--- config.mk ---
export PLATFORM = sky130hd
export DESIGN_NAME = fifo_push_arbiter_flat
export DESIGN_NICKNAME = d
export VERILOG_FILES = /design/src/rtl/fifo_push_arbiter_if.sv /design/src/rtl/fifo_push_arbiter.sv /design/src/flat_wrapper.sv
export SDC_FILE = /design/constraint.sdc
export NUM_CORES = 1
export LEC_CHECK = 0
export ABC_AREA = 1
export ABC_CLOCK_PERIOD_IN_PS = 3400
export CAP_MARGIN = 20
export CORE_MARGIN = 1
export CORE_UTILIZATION = 40
export CTS_BUF_LIST = sky130_fd_sc_hd__clkbuf_4
export DETAILED_ROUTE_END_ITERATION = 16
export PLACE_DENSITY = 0.81
export SLEW_MARGIN = 10
export SYNTH_ARGS = -nofsm -noshare
export SYNTH_HDL_FRONTEND = slang
export SYNTH_SLANG_ARGS = --single-unit
--- constraint.sdc ---
create_clock -name clk -period 3.4 [get_ports clk]
set_clock_uncertainty 0.05 [all_clocks]
set_input_delay 0.51 -clock clk [delete_from_list [all_inputs] [get_ports clk]]
set_output_delay 0.51 -clock clk [all_outputs]
set_load 0.01 [all_outputs]
--- src/rtl/fifo_push_arbiter_if.sv ---
// Requester/FIFO-side signal bundle for fifo_push_arbiter.
// slave is the arbiter's view; master is the requester/FIFO environment's view.
interface fifo_push_arbiter_if #(
  parameter int DATA_WIDTH = 8,
  parameter int NUM_REQ    = 4
);
  localparam int GW = $clog2(NUM_REQ);

  logic [NUM_REQ-1:0]            req_valid;
  logic [NUM_REQ*DATA_WIDTH-1:0] req_data;
  logic [NUM_REQ-1:0]            req_last;
  logic [NUM_REQ-1:0]            req_ready;
  logic                          fifo_push;
  logic [DATA_WIDTH-1:0]         fifo_push_data;
  logic                          fifo_full;
  logic [GW-1:0]                 grant_id;
  logic                          busy;

  modport slave (
    input  req_valid, req_data, req_last, fifo_full,
    output req_ready, fifo_push, fifo_push_data, grant_id, busy
  );

  modport master (
    output req_valid, req_data, req_last, fifo_full,
    input  req_ready, fifo_push, fifo_push_data, grant_id, busy
  );
endinterface

--- src/rtl/fifo_push_arbiter.sv ---
// Round-robin arbiter funnelling packets from NUM_REQ requesters into one FIFO push port.
// state | meaning
// IDLE  | no grant held; pick next requester round-robin, no beats accepted
// XFER  | grantee owns the FIFO until its last beat or MAX_BURST beats
module fifo_push_arbiter #(
  parameter int DATA_WIDTH = 8,
  parameter int NUM_REQ    = 4,
  parameter int MAX_BURST  = 16
) (
  input logic                clk,
  input logic                reset,
  fifo_push_arbiter_if.slave bus
);
  localparam int GW = $clog2(NUM_REQ);
  localparam int CW = $clog2(MAX_BURST + 1);
  localparam logic [CW-1:0] BURST_END = CW'(MAX_BURST);

  typedef enum logic {IDLE, XFER} state_t;

  state_t                state_q, state_d;
  logic [GW-1:0]         grant_q, grant_d;
  logic [GW-1:0]         last_grant_q, last_grant_d;
  logic [CW-1:0]         beat_cnt_q, beat_cnt_d, beat_cnt_inc;
  logic [GW-1:0]         winner, cand;
  logic                  found;
  logic                  g_valid, g_last;
  logic [DATA_WIDTH-1:0] g_data;
  logic [NUM_REQ-1:0]    ready;
  logic                  push;
  logic [DATA_WIDTH-1:0] push_data;

  // Search starts one past the previous grantee so every requester gets a turn.
  always_comb begin
    winner = '0;
    found  = 1'b0;
    cand   = '0;
    for (int k = 1; k <= NUM_REQ; k++) begin
      cand = GW'((int'(last_grant_q) + k) % NUM_REQ);
      if (!found && bus.req_valid[cand]) begin
        found  = 1'b1;
        winner = cand;
      end
    end
  end

  always_comb begin
    g_data = '0;
    for (int i = 0; i < NUM_REQ; i++) begin
      if (grant_q == GW'(i)) g_data = bus.req_data[i*DATA_WIDTH +: DATA_WIDTH];
    end
  end

  assign g_valid      = bus.req_valid[grant_q];
  assign g_last       = bus.req_last[grant_q];
  assign beat_cnt_inc = beat_cnt_q + CW'(1);

  always_ff @(posedge clk or posedge reset) begin
    if (reset) begin
      state_q      <= IDLE;
      grant_q      <= '0;
      last_grant_q <= GW'(NUM_REQ - 1);
      beat_cnt_q   <= '0;
    end else begin
      state_q      <= state_d;
      grant_q      <= grant_d;
      last_grant_q <= last_grant_d;
      beat_cnt_q   <= beat_cnt_d;
    end
  end

  always_comb begin
    state_d      = state_q;
    grant_d      = grant_q;
    last_grant_d = last_grant_q;
    beat_cnt_d   = beat_cnt_q;
    ready        = '0;
    push         = 1'b0;
    push_data    = '0;
    case (state_q)
      IDLE: begin
        if (found) begin
          grant_d    = winner;
          beat_cnt_d = '0;
          state_d    = XFER;
        end
      end
      XFER: begin
        ready[grant_q] = ~bus.fifo_full;
        push           = g_valid & ~bus.fifo_full;
        push_data      = g_data;
        if (push) begin
          beat_cnt_d = beat_cnt_inc;
          // Burst cap releases the grant even mid-packet; the rest re-arbitrates.
          if (g_last || beat_cnt_inc == BURST_END) begin
            state_d      = IDLE;
            last_grant_d = grant_q;
          end
        end
      end
      default: state_d = IDLE;
    endcase
  end

  assign bus.req_ready      = ready;
  assign bus.fifo_push      = push;
  assign bus.fifo_push_data = push_data;
  assign bus.grant_id       = grant_q;
  assign bus.busy           = (state_q == XFER);
endmodule

--- src/flat_wrapper.sv ---
// flat-port wrapper written by rule: the top's interface ports become plain ports
module fifo_push_arbiter_flat 
#(
  parameter int DATA_WIDTH = 8,
  parameter int NUM_REQ    = 4,
  parameter int MAX_BURST  = 16
)
  (clk, reset, bus_req_valid, bus_req_data, bus_req_last, bus_fifo_full, bus_req_ready, bus_fifo_push, bus_fifo_push_data, bus_grant_id, bus_busy);
  fifo_push_arbiter_if #(.DATA_WIDTH(DATA_WIDTH), .NUM_REQ(NUM_REQ)) bus_i ();
  input logic clk;
  input logic reset;
  input wire logic [$bits(bus_i.req_valid)-1:0] bus_req_valid;
  input wire logic [$bits(bus_i.req_data)-1:0] bus_req_data;
  input wire logic [$bits(bus_i.req_last)-1:0] bus_req_last;
  input wire logic [$bits(bus_i.fifo_full)-1:0] bus_fifo_full;
  output wire logic [$bits(bus_i.req_ready)-1:0] bus_req_ready;
  output wire logic [$bits(bus_i.fifo_push)-1:0] bus_fifo_push;
  output wire logic [$bits(bus_i.fifo_push_data)-1:0] bus_fifo_push_data;
  output wire logic [$bits(bus_i.grant_id)-1:0] bus_grant_id;
  output wire logic [$bits(bus_i.busy)-1:0] bus_busy;
  assign bus_i.req_valid = bus_req_valid;
  assign bus_i.req_data = bus_req_data;
  assign bus_i.req_last = bus_req_last;
  assign bus_i.fifo_full = bus_fifo_full;
  assign bus_req_ready = bus_i.req_ready;
  assign bus_fifo_push = bus_i.fifo_push;
  assign bus_fifo_push_data = bus_i.fifo_push_data;
  assign bus_grant_id = bus_i.grant_id;
  assign bus_busy = bus_i.busy;
  fifo_push_arbiter #(.DATA_WIDTH(DATA_WIDTH), .NUM_REQ(NUM_REQ), .MAX_BURST(MAX_BURST)) u_core (.clk(clk), .reset(reset), .bus(bus_i));
endmodule
==> qor.yml <==
synth:
  yosysWarnings: 0
  synthMuxAreaShare: 0
  yosysTopAreaCellShare: 0.202
  synth_compound_area_frac: 0.177
  synth-xor-area-share: 0.0152
  synth_top_family_by_area: "simple AND/OR/NAND/NOR gates"
  synth_area_leaders: "nand2_1, dfrtp_1, nand3_1"
  ys_seq_elements: 10
  syn_nets: 232
  yosys.area_share.adder: 0.0109
  yosysSeqAreaShare: 0.220
  synthFlopType: "dfrtp_1"
  synth_most_common_cell: "nand2_1"
  synth_edf_count: 0
  synthArstFlopShare: 1.00
  synth_top_cell_by_area: "nand2_1"
  yosys.area_share.simple: 0.454
  synth.avg_cell_area_um2: 6.12
  syn-instance-count: 188
  synth_cell_types: 33
  synth_common_cells: "nand2_1, nand3_1, nor2_1, o21ai_0, inv_1"
  synth_area_um2: 1150
timing:
  fmax_mhz: 348
  setup_viol_count_final: 0
  final_max_slew_viol_count: 0
  tightest_slew_ns: 0.404
  min_period_ns: 2.87
  post-route-period-util: 0.844
  relSlewSlack: 0.731
  hold_viol: 0
  worst_hold_slack_ns: 0.466
  final.setup.tns_ns: 0
  rsz0062_at_grt: "false"
drt:
  wl_met3_um: 87
  post_drt_via_cell_ratio: 5.00
  drt_pass1_iterations: 4
  highest_layer: "met3"
  met1_length_mm: 1.53
  initialDrtViolationCount: 80
  vias: 1366
  drc: 0
  routed_wl_mm: 3.23
  dr_wl_met2_mm: 1.60
  routedWlPerCell_um: 11.8
  ant_nets: 0
finish:
  syn_to_final_growth_pct: 50.3
  nets: 287
  diodes: 0
  fin_area_um2: 1730
  drive_gt1_frac: 0.112
die:
  start_util: 0.421
  fp.dieArea_um2: 3100
  ioPinCount: 59
  die_w_um: 55.6
  rows: 19
  core_um2: 2730
  die_h_um: 55.6
global_route:
  grt_pass1_wl_mm: 5.54
  grt_use_total: 0.217
  grt.overflow.total: 0
  antenna_found_initial: 0
  grt_max_degree: 13
  grt_pass1_vias: 1263
run:
  maxCapViolCount: 0
pwr:
  peakVddDrop_mv: 0.501
  power_density_nw_per_um2: 772
  power_frac_comb: 0.741
  p_clk_frac: 0.062
  p_leak_nw: 0.800
  switching_power_w: 0.000672
  p_sw_frac: 0.503
  p_seq_frac: 0.197
  power_w: 0.00134
  cellInternalPower_w: 0.000664
clock_tree:
  cts.sinks: 10
  ctsResizeCount: 0
  cts_tree: "done"
  cts_buffer_depth: 2
  h-tree-depth: 1
  cts-root-buf: "clkbuf_4"
  cts_buffers: 3
  clk_latency_ns: 0.26
  clkTransAtPathRegs_ns: 0.07
  post-cts-setup-buffers: 0
  hold_buffers: 0
worst_setup_path:
  end_kind: "output pin"
  path_max_fanout: 12
  worstSetupStartpointType: "register"
  required_ns: 2.84
  worstPathArrival_ns: 2.31
  crit_type: "reg2out"
  r2r_slack_ns: 1.48
worst_hold_path:
  min_path_type: "in2async"
place:
  port_buffers: 58
  place_congestion: 0.859
  dpl_cell_area_um2: 1700
  place_hpwl_mm: 2.59
outcome:
  outcome: "completed"
cell type report:
type / instances / area, um^2
well taps: 31 / 38.8
flip-flops and latches: 10 / 253
fillers: 278 / 1000
inverters: 18 / 75.1
multi-input cells: 152 / 757
clock buffers: 3 / 22.5
repair buffers: 58 / 581
clock inverters: 1 / 3.75
layer usage:
layer / up-vias / track usage
li1: 718 / -
met1: 626 / 0.290
met2: 22 / 0.377
met3: 0 / 0.0302
met4: 0 / 0.0393
met5: - / 0
placed cells by master, fill, tap and decap left out, types with 8 or more instances in the layout:
cell type and count:
dfrtp_1 8, o21ai_0 14, clkdlybuf4s50_1 58, nand2_2 10, nor2_1 16, a21oi_1 11
nand2_1 62, nand3_1 18, inv_1 13
registers in the layout (all words and copies together) (netlist names):
signal	cells
u_core.beat_cnt_q	5
u_core.bus.busy	1
u_core.bus.grant_id	2
u_core.last_grant_q	2
power by group through the flow:
stage	Combinational (W)	Clock, W	Sequential (W)
floorplan	0.000711	0	0.000210
global placement	0.000977	0	0.000262
detailed placement	0.000987	0	0.000262
CTS	0.000989	0.0000873	0.000261
global route	0.00110	0.0000919	0.000273
finish	0.000990	0.0000825	0.000264
worst paths after layout:
kind / startpoint / end / cells after the start
max in group asynchronous: reset / u_core.last_grant_q[1] / 2
worst min-delay path: reset / u_core.bus.grant_id[0] / 2
worst max register to register: u_core.bus.grant_id[0] / u_core.beat_cnt_q[3] / 8
worst max-delay path: u_core.bus.grant_id[0] / bus_fifo_push / 6
min in group clk: u_core.beat_cnt_q[0] / u_core.beat_cnt_q[0] / 1
worst min register to register: u_core.beat_cnt_q[0] / u_core.beat_cnt_q[0] / 1
cells by family (layout without fill, tap and decap cells):
family / after synthesis / count (layout)
adders and majority gates: 1 / 1
AOI/OAI and AO/OA: 35 / 35
and+or+nand+nor: 114 / 114
xor gates and xnor gates: 2 / 2
buffers and inverters: 26 / 80
DFF: 10 / 10
critical path: stages (launching register included):
cell and delay [ns]:
dfrtp_1 0.53, inv_1 0.31, nand2_1 0.24, o22ai_2 0.16, nor2_2 0.09, nor2_8 0.16
clkdlybuf4s50_1 0.56
per-stage QoR:
step	cells	setup slack, ns	util
2_1_floorplan	188	1.49	-
3_3_place_gp	269	0.798	0.623
3_5_place_dp	269	0.765	0.623
4_1_cts	273	0.544	0.633
5_1_grt	273	0.380	0.633
6_report	273	0.530	0.633
Power figures use the tool's default switching activity.
